File: config.mk
export PLATFORM = sky130hd
export DESIGN_NAME = subleq_mem_arbiter
export DESIGN_NICKNAME = d
export VERILOG_FILES = /design/src/rtl/subleq_mem_arbiter_pkg.sv /design/src/rtl/subleq_rd_return.sv /design/src/rtl/subleq_mem_arbiter.sv
export SDC_FILE = /design/constraint.sdc
export NUM_CORES = 1
export LEC_CHECK = 0
export ABC_AREA = 1
export CAP_MARGIN = 20
export CELL_PAD_IN_SITES_DETAIL_PLACEMENT = 1
export CELL_PAD_IN_SITES_GLOBAL_PLACEMENT = 2
export CORE_AREA = 2 2 122 124
export DETAILED_ROUTE_END_ITERATION = 10
export DIE_AREA = 0 0 124 126
export GPL_TIMING_DRIVEN = 0
export PLACE_DENSITY = 0.78
export SLEW_MARGIN = 20
export SYNTH_ARGS = -nofsm -noshare
export SYNTH_HDL_FRONTEND = slang
export SYNTH_SLANG_ARGS = --single-unit
File: constraint.sdc
create_clock -name clk -period 2.1 [get_ports clk]
set_clock_uncertainty 0.2 [all_clocks]
set_input_delay 0.21 -clock clk [delete_from_list [all_inputs] [get_ports clk]]
set_output_delay 0.21 -clock clk [all_outputs]
set_load 0.02 [all_outputs]
File: src/rtl/subleq_mem_arbiter_pkg.sv
// ---------------------------------------------------------------------------
// subleq_mem_arbiter_pkg
// Shared types and helpers for the subleq memory arbiter.
//   arbState_e    : arbiter FSM state (2-bit encoding)
//   STREAK_WIDTH  : width of the consecutive-host-grant counter
//   nextArbState  : next-state function of the lock FSM
// ---------------------------------------------------------------------------
package subleq_mem_arbiter_pkg;

   localparam int STREAK_WIDTH = 4;

   typedef enum logic [1:0] {
      ARB_NORMAL = 2'd0,
      ARB_DRAIN  = 2'd1,
      ARB_LOCKED = 2'd2
   } arbState_e;

   // The lock sequence always passes through DRAIN for one cycle so that a
   // CPU read issued just before the lock request can still return its data
   // before the host is told it owns memory exclusively.
   function automatic arbState_e nextArbState(input arbState_e current,
                                              input logic      lockRequest);
      arbState_e next;
      next = ARB_NORMAL;
      case (current)
         ARB_NORMAL: next = lockRequest ? ARB_DRAIN  : ARB_NORMAL;
         ARB_DRAIN:  next = lockRequest ? ARB_LOCKED : ARB_NORMAL;
         ARB_LOCKED: next = lockRequest ? ARB_LOCKED : ARB_NORMAL;
         default:    next = ARB_NORMAL;
      endcase
      return next;
   endfunction

endpackage

File: src/rtl/subleq_rd_return.sv
// ---------------------------------------------------------------------------
// subleq_rd_return
// Tracks the single outstanding memory read and steers the returned word to
// the port that issued it, one cycle after the grant.
//   clk, areset            : clock, synchronous active-high reset
//   memEn, memWe           : memory command issued this cycle
//   hostGnt                : 1 when the issued command belongs to the host
//   memRdata               : memory read data (valid the cycle after a read)
//   cpuRvalid, cpuRdata    : CPU read return
//   hostRvalid, hostRdata  : host read return
// ---------------------------------------------------------------------------
module subleq_rd_return
   import subleq_mem_arbiter_pkg::*;
#(
   parameter int WORD_SIZE = 16
) (
   input  logic                 clk,
   input  logic                 areset,
   input  logic                 memEn,
   input  logic                 memWe,
   input  logic                 hostGnt,
   input  logic [WORD_SIZE-1:0] memRdata,
   output logic                 cpuRvalid,
   output logic [WORD_SIZE-1:0] cpuRdata,
   output logic                 hostRvalid,
   output logic [WORD_SIZE-1:0] hostRdata
);

   logic                 pending;
   logic                 ownerHost;
   logic [WORD_SIZE-1:0] cpuHold;
   logic [WORD_SIZE-1:0] hostHold;

   // Capture, at grant time, whether a read was issued and who issued it.
   // The hold registers remember the last word delivered to each port so a
   // port's rdata stays put while the other port is being served.
   always_ff @(posedge clk) begin
      if (areset) begin
         pending   <= 1'b0;
         ownerHost <= 1'b0;
         cpuHold   <= '0;
         hostHold  <= '0;
      end else begin
         pending   <= memEn && !memWe;
         ownerHost <= hostGnt;
         if (cpuRvalid) begin
            cpuHold <= memRdata;
         end
         if (hostRvalid) begin
            hostHold <= memRdata;
         end
      end
   end

   // The memory only presents its data during the cycle after the read, so
   // the owner sees mem_rdata directly in that cycle and the held copy after.
   always_comb begin
      cpuRvalid  = pending && !ownerHost;
      hostRvalid = pending && ownerHost;
      cpuRdata   = cpuRvalid  ? memRdata : cpuHold;
      hostRdata  = hostRvalid ? memRdata : hostHold;
   end

endmodule

File: src/rtl/subleq_mem_arbiter.sv
// ---------------------------------------------------------------------------
// subleq_mem_arbiter
// Single-port memory arbiter between the subleq CPU and a host/debug port,
// with a host lock mode that freezes CPU memory traffic.
//   clk, areset                          : clock, synchronous active-high reset
//   cpu_req/we/addr/wdata, cpu_gnt       : CPU request and same-cycle grant
//   cpu_rvalid, cpu_rdata                : CPU read return (1-cycle latency)
//   host_req/we/addr/wdata, host_gnt     : host request and same-cycle grant
//   host_rvalid, host_rdata              : host read return (1-cycle latency)
//   host_lock, host_locked               : lock request / lock acknowledged
//   mem_en/we/addr/wdata, mem_rdata      : single-port memory interface
// ---------------------------------------------------------------------------
module subleq_mem_arbiter
   import subleq_mem_arbiter_pkg::*;
#(
   parameter int WORD_SIZE      = 16,
   parameter int HOST_BURST_MAX = 4
) (
   input  logic                 clk,
   input  logic                 areset,

   input  logic                 cpu_req,
   input  logic                 cpu_we,
   input  logic [WORD_SIZE-1:0] cpu_addr,
   input  logic [WORD_SIZE-1:0] cpu_wdata,
   output logic                 cpu_gnt,
   output logic                 cpu_rvalid,
   output logic [WORD_SIZE-1:0] cpu_rdata,

   input  logic                 host_req,
   input  logic                 host_we,
   input  logic [WORD_SIZE-1:0] host_addr,
   input  logic [WORD_SIZE-1:0] host_wdata,
   output logic                 host_gnt,
   output logic                 host_rvalid,
   output logic [WORD_SIZE-1:0] host_rdata,

   input  logic                 host_lock,
   output logic                 host_locked,

   output logic                 mem_en,
   output logic                 mem_we,
   output logic [WORD_SIZE-1:0] mem_addr,
   output logic [WORD_SIZE-1:0] mem_wdata,
   input  logic [WORD_SIZE-1:0] mem_rdata
);

   arbState_e               state;
   arbState_e               stateNext;
   logic [STREAK_WIDTH-1:0] hostStreak;
   logic                    streakFull;
   logic                    cpuEligible;
   logic                    hostEligible;

   // Grant decision. The CPU is shut out the very cycle host_lock rises so a
   // new CPU access can never slip in behind the lock request. When both
   // sides compete, the host wins until it has taken HOST_BURST_MAX grants
   // in a row, which bounds the CPU's wait.
   always_comb begin
      stateNext    = nextArbState(state, host_lock);
      streakFull   = (hostStreak == STREAK_WIDTH'(HOST_BURST_MAX));
      cpuEligible  = cpu_req && !areset && !host_lock && (state == ARB_NORMAL);
      hostEligible = host_req && !areset;
      cpu_gnt      = cpuEligible && (!hostEligible || streakFull);
      host_gnt     = hostEligible && !cpu_gnt;
   end

   // Memory command mux. An idle cycle drives all-zero fields so the memory
   // bus is quiet and easy to read in a trace.
   always_comb begin
      mem_en    = cpu_gnt | host_gnt;
      mem_we    = 1'b0;
      mem_addr  = '0;
      mem_wdata = '0;
      if (cpu_gnt) begin
         mem_we    = cpu_we;
         mem_addr  = cpu_addr;
         mem_wdata = cpu_wdata;
      end else if (host_gnt) begin
         mem_we    = host_we;
         mem_addr  = host_addr;
         mem_wdata = host_wdata;
      end
   end

   // Host streak counter: counts host grants taken while the CPU is waiting.
   // Any cycle where the CPU is not waiting, or is served, restarts fairness.
   // It saturates rather than wraps, so a long lock period leaves the CPU
   // first in line once the lock is released.
   always_ff @(posedge clk) begin
      if (areset) begin
         hostStreak <= '0;
      end else if (cpu_gnt || !cpu_req) begin
         hostStreak <= '0;
      end else if (host_gnt && !streakFull) begin
         hostStreak <= hostStreak + STREAK_WIDTH'(1);
      end
   end

   // Lock FSM. host_locked is registered alongside the state so it reads as
   // "the arbiter is in LOCKED this cycle", two cycles after host_lock rises.
   always_ff @(posedge clk) begin
      if (areset) begin
         state       <= ARB_NORMAL;
         host_locked <= 1'b0;
      end else begin
         state       <= stateNext;
         host_locked <= (stateNext == ARB_LOCKED);
      end
   end

   subleq_rd_return #(
      .WORD_SIZE (WORD_SIZE)
   ) rdReturn (
      .clk        (clk),
      .areset     (areset),
      .memEn      (mem_en),
      .memWe      (mem_we),
      .hostGnt    (host_gnt),
      .memRdata   (mem_rdata),
      .cpuRvalid  (cpu_rvalid),
      .cpuRdata   (cpu_rdata),
      .hostRvalid (host_rvalid),
      .hostRdata  (host_rdata)
   );

endmodule

== Yosys cells after proc, flatten, opt, wreduce, memory -nomap -nowiden ==
Cells that the tools add are included.

* Add/sub/neg operators: 1
* Equality and inequality tests: 4
* Muxes and demuxes: 11
* Bitwise gates (word level): 1
* Reductions and logical operators: 23

{| class="wikitable"
|+ Operators with widths
! operator !! number
|-
| 16-bit 2-to-1 mux || 6
|-
| 1-bit logical AND || 10
|-
| 1-bit logical NOT || 8
|-
| 4-bit by 1-bit adder with 4-bit output (second input constant) || 1
|-
| 2-bit == test (second input constant) || 2
|-
| 4-bit by 3-bit == test with 1-bit output (second input constant) || 1
|-
| 2-bit case mux with 2 select lines || 1
|-
| 2-bit OR reduction || 2
|-
| 1-bit 2-to-1 mux || 3
|-
| 2-bit by 1-bit == test with 1-bit output (second input constant) || 1
|-
| 2-bit logical NOT || 1
|-
| 1-bit logical OR || 2
|-
| 2-bit 2-to-1 mux || 1
|-
| 1-bit bitwise OR || 1
|}

* Register bits: 41
* Bits of input ports: 87
* Word-level logic and storage cells: 47

== Depth between registers and ports, before layout ==
* Depth in word-level cells: 11
* Mapped depth: 10

== Cells and area by module ==
From an unflattened synthesis, not the netlist that was laid out.

* Cells, all modules: 425
* Area total of the unflattened synthesis: 2623.8 um2

{| class="wikitable"
|+ Modules (own cells, without submodules)
! module !! times used !! cells each !! area an instance (um2) !! sequential area each (um2)
|-
| subleq_rd_return || 1 || 263 || 1725.4 || 680.7
|-
| subleq_mem_arbiter || 1 || 162 || 898.4 || 140.1
|}

== Worst setup path before layout ==
Ideal clock, no wire load.

* Path type: reg-to-output
* Start point: register hostStreak[0]
* End point: output port mem_addr[10]
* Data arrival time: 1375 ps
* Required time: 1690 ps
* Path slack: 315 ps
* Cell stages (with the launch flop): 11
* Path buffers: 1
* Path through: dfxtp_1 inv_1 ha_1 nand3_1 nand2_4 nand2_4 nand2_2 inv_4 buf_6 nand2_1 nand2_1

* Word-level cells in the longest chain between the ends: 7

{| class="wikitable"
|+ Ends and longest elaborated chain
! element !! line !! source
|-
| start: declaration || subleq_mem_arbiter.sv:50 || <nowiki>logic [STREAK_WIDTH-1:0] hostStreak;</nowiki>
|-
| start signal: assignment || subleq_mem_arbiter.sv:96 || <nowiki>hostStreak <= hostStreak + STREAK_WIDTH'(1);</nowiki>
|-
| 4-bit by 3-bit == test with 1-bit output || subleq_mem_arbiter.sv:61 || <nowiki>streakFull = (hostStreak == STREAK_WIDTH'(HOST_BURST_MAX));</nowiki>
|-
| 1-bit logical OR || subleq_mem_arbiter.sv:64 || <nowiki>cpu_gnt = cpuEligible && (!hostEligible || streakFull);</nowiki>
|-
| 1-bit logical AND || subleq_mem_arbiter.sv:64 ||
|-
| 1-bit logical NOT || subleq_mem_arbiter.sv:65 || <nowiki>host_gnt = hostEligible && !cpu_gnt;</nowiki>
|-
| 1-bit logical AND || subleq_mem_arbiter.sv:65 ||
|-
| net host_gnt || subleq_mem_arbiter.sv:34 || <nowiki>output logic host_gnt,</nowiki>
|-
| 16-bit 2-to-1 mux || subleq_mem_arbiter.sv:79 || <nowiki>end else if (host_gnt) begin</nowiki>
|-
| 16-bit 2-to-1 mux || subleq_mem_arbiter.sv:75 || <nowiki>if (cpu_gnt) begin</nowiki>
|-
| end: declaration || subleq_mem_arbiter.sv:43 || <nowiki>output logic [WORD_SIZE-1:0] mem_addr,</nowiki>
|}

The timed path passes the listed nets, and every way through them passes these cells.

== Worst setup path after layout ==
* Start point: register state[0]
* End point: output port mem_addr[5]

* Word-level cells in the longest chain between the ends: 7

{| class="wikitable"
|+ Ends and longest elaborated chain
! element !! line !! source
|-
| start: declaration || subleq_mem_arbiter.sv:48 || <nowiki>arbState_e state;</nowiki>
|-
| start signal: assignment || subleq_mem_arbiter.sv:107 || <nowiki>state <= stateNext;</nowiki>
|-
| 2-bit logical NOT * || subleq_mem_arbiter.sv:62 || <nowiki>cpuEligible = cpu_req && !areset && !host_lock && (state == ARB_NORMAL);</nowiki>
|-
| 1-bit logical AND * || subleq_mem_arbiter.sv:62 ||
|-
| 1-bit logical AND * || subleq_mem_arbiter.sv:64 ||
|-
| 1-bit logical NOT || subleq_mem_arbiter.sv:65 ||
|-
| 1-bit logical AND || subleq_mem_arbiter.sv:65 ||
|-
| 16-bit 2-to-1 mux || subleq_mem_arbiter.sv:79 ||
|-
| 16-bit 2-to-1 mux * || subleq_mem_arbiter.sv:75 ||
|}

Mark *: on every way between the ends. The rest lies on a longest branch, timed or not.

==> impl_metrics.tcl <==
set metrics [dict create \
    power-per-cell-area_mw_per_mm2 548.3 \
    seqCellArea_sq_um 827.0 \
    die_x_um 124 \
    final_nets 625 \
    critPathArrivalTime_ns 1.73 \
    drive_gt1_frac 0.3727 \
    power_frac_seq 0.327 \
    dp.cells 695 \
    ant_nets 0 \
    start_kind "flop" \
    syn_area_per_cell_sq_um 6.323 \
    tightest_slew_ns 0.5879 \
    grt_first_pass_wirelength_mm 14.04 \
    antenna_found_initial 0 \
    slew_headroom 0.6080 \
    vias 2845 \
    fin_tns_setup_ns -0.3916 \
    syn_area_sq_mm 0.002245 \
    setup_viol 15 \
    yosysSeqAreaShare 0.3657 \
    syn_nets 446 \
    reg2reg_from "hostStreak[0]" \
    pwr-share-comb 0.344 \
    cp_top_family "simple AND/OR/NAND/NOR gates" \
    violations "negative setup slack" \
    synth-compound-area-share 0.08361 \
    min_path_cells 4 \
    yosys_register_bits 41 \
    insertion_delay_ns 0.28 \
    globalRouteOverflowTotal 0 \
    die_y_um 126 \
    clkPwrFrac 0.330 \
    slew_viol_final 0 \
    crit_type "flop to output pin" \
    layout.cells.non_filler 718 \
    ff2ff_path_depth 9 \
    hold_violations 0 \
    crit_required_ns 1.69 \
    synth_fa_ha_area_frac 0.02230 \
    synth_cell_types 26 \
    power_uw 2563 \
    grt_setup_unrepaired "yes" \
    cts.path.max_buffers 2 \
    htreeDepth 2 \
    die-area_sq_mm 0.01562 \
    hold_path_class "primary input to flop" \
    crit_chain "inv_2 -> ha_4 -> nand2_4 -> nor2_4 -> nand2_8 -> nand2_8 -> buf_12 -> inv_8 -> buf_8 -> nand2_4 -> nand2_2 -> buf_6" \
    period_needed_ns 2.139 \
    root_buffer "clkbuf_16" \
    nFillCells 1778 \
    switching_power_uw 758.1 \
    final.period_utilization 1.019 \
    setup_ws_ns -0.03935 \
    gp_congestion 0.7036 \
    netSwitchingFraction 0.2958 \
    internal-power_uw 1805 \
    drt_iter0_markers 69 \
    path_max_fanout 5 \
    synth_top_family_by_area "simple AND/OR/NAND/NOR gates" \
    max_freq_ghz 0.4674 \
    cts_sinks 41 \
    grt_max_degree 13 \
    power_leakage_uw 0.002470 \
    min_to "rdReturn.pending" \
    drt_wl_total_mm 9.298 \
    remaining_drc_errors 0 \
    max_stage_delay_ns 0.33 \
    io_pins 158 \
    io_buffers 156 \
    crit_buf_inv 5 \
    synth-xor-area-share 0.003902 \
    vdd.ir_drop.worst_uv 298.5 \
    antenna_cells 0 \
    cts_buffers 5 \
    worstHoldStart "areset" \
    final_area_sq_mm 0.004674 \
    yosys.area_share.simple 0.3640 \
    floorplan.initialDensity 0.1568 \
    multi_input_area_sq_mm 0.001365 \
    end_kind "output pin" \
    grt_pass1_vias 2898 \
    tritoncts "done" \
    syn2layout_area_growth_pct 108.2 \
    cap_viol_max_count 0 \
    synthCells 355 \
    synthMuxAreaShare 0 \
    ys_warn_count 0 \
    dp_hpwl_mm 7.048 \
    grt_usage 0.1141 \
    timing.rr.end "hostStreak[2]" \
    ff2ff_setup_slack_ns 0.50 \
    path_clk_slew_ns 0.06 \
    critical_path.slowest_cell "dfxtp_2" \
    wire_per_inst_um 12.95 \
    via_per_inst 3.962 \
    row_count 44 \
    place_area_sq_mm 0.004036 \
    dr.pass1.iters 4 \
    cp.depth 12 \
    coreArea_sq_mm 0.01431 \
    status "finished with violations" \
]
==> power by group through the flow <==
stage | Combinational, uW | Clock [uW] | Sequential (uW)
after floorplan | 363 | 0 | 849
after global placement | 793 | 0 | 850
after detailed placement | 803 | 0 | 853
after CTS | 827 | 866 | 837
after global routing | 953 | 908 | 840
final | 880 | 846 | 837
==> cells in the mapped netlist (all sizes together) <==
cell,number,area share
inv,65,0.11
nor3,2,0.0045
nor2,36,0.071
nand2,130,0.23
o21a,1,0.0033
nand3,5,0.011
a21oi,4,0.0089
buf,11,0.042
or2,17,0.047
ha,4,0.022
clkbuf,5,0.0089
o21ai,32,0.071
xor2,1,0.0039
nand4,1,0.0028
dfxtp,41,0.37
==> sequential cells by signal, summed over array words and instances, names as in the netlist <==
register	flops
rdReturn.cpuHold	16
rdReturn.hostHold	16
hostStreak	4
state	2
host_locked	1
rdReturn.ownerHost	1
rdReturn.pending	1
==> cell families after synthesis <==
family                   after synthesis
AO/OA/AOI/OAI                         37
XOR/XNOR                               1
adder cells (fa/ha/maj)                4
buffers and inverters                 81
flip-flops                            41
AND/OR/NAND/NOR                      191
==> final cells by class <==
cell class / count / area share
plain buffers: 15 / 0.03292
clock inverters: 2 / 0.007495
repair inverters: 1 / 0.002409
repair buffers: 172 / 0.3563
multi-input cells: 233 / 0.2920
well taps: 184 / 0.04925
flip-flops and latches: 41 / 0.1769
clock buffers: 5 / 0.02677
inverters: 65 / 0.05594
==> timing repair <==
item | CTS | global route
hold endpoints to repair | 4 | 0
setup buffers | 9 | 4
setup endpoints to repair | 70 | 58
hold buffers | 1 | 0
pin swaps | 11 | 23
cloned | 4 | 0
gates resized for setup | 308 | 128
==> how the worst max path moves through the flow <==
stage,endpoint,from
finish,mem_addr[5],state[0]
global route,mem_addr[5],state[0]
CTS,mem_wdata[7],state[1]
detailed placement,mem_addr[12],host_req
global placement,mem_wdata[9],host_req
floorplan,mem_addr[10],hostStreak[0]
==> routing by layer <==
metal	track usage	up-vias	wire, um
li1	-	1401	-
met1	0.1276	1344	3558
met2	0.2078	96	4829
met3	0.04484	4	875
met4	0.01388	0	34
met5	0	-	0
==> tightest hold or removal path: stages <==
cell    delay, ns
buf_6        0.12
nor2_8       0.05
nor2_1       0.16
nor2_1       0.08
==> per-stage QoR <==
stage                     setup WS [ns]  utilization  hold slack, ns
final                          -0.03935       0.3266          0.1826
after global routing            -0.1080       0.3266          0.1955
after CTS                      -0.07908       0.3079          0.1844
after detailed placement        -0.4662       0.2820          0.2719
after global placement          -0.4424       0.2820          0.2648
after floorplan                  0.3152            -          0.1534
==> cells in the final DEF, fill, tap and decap left out, types with 4 or more instances in the layout <==
cell	n
o21ai_1	12
nand2_2	40
nor2_1	34
dfxtp_1	36
o21ai_2	11
dlygate4sd2_1	6
nand3_1	4
clkdlybuf4s15_1	4
inv_1	58
dfxtp_2	5
a21oi_1	4
clkdlybuf4s15_2	9
nand2_4	17
buf_4	12
buf_2	18
or2_2	16
buf_6	37
nand2_1	71
inv_2	5
clkbuf_2	4
clkbuf_16	5
o21ai_0	9
clkdlybuf4s50_1	86
Power figures use the tool's default switching activity.
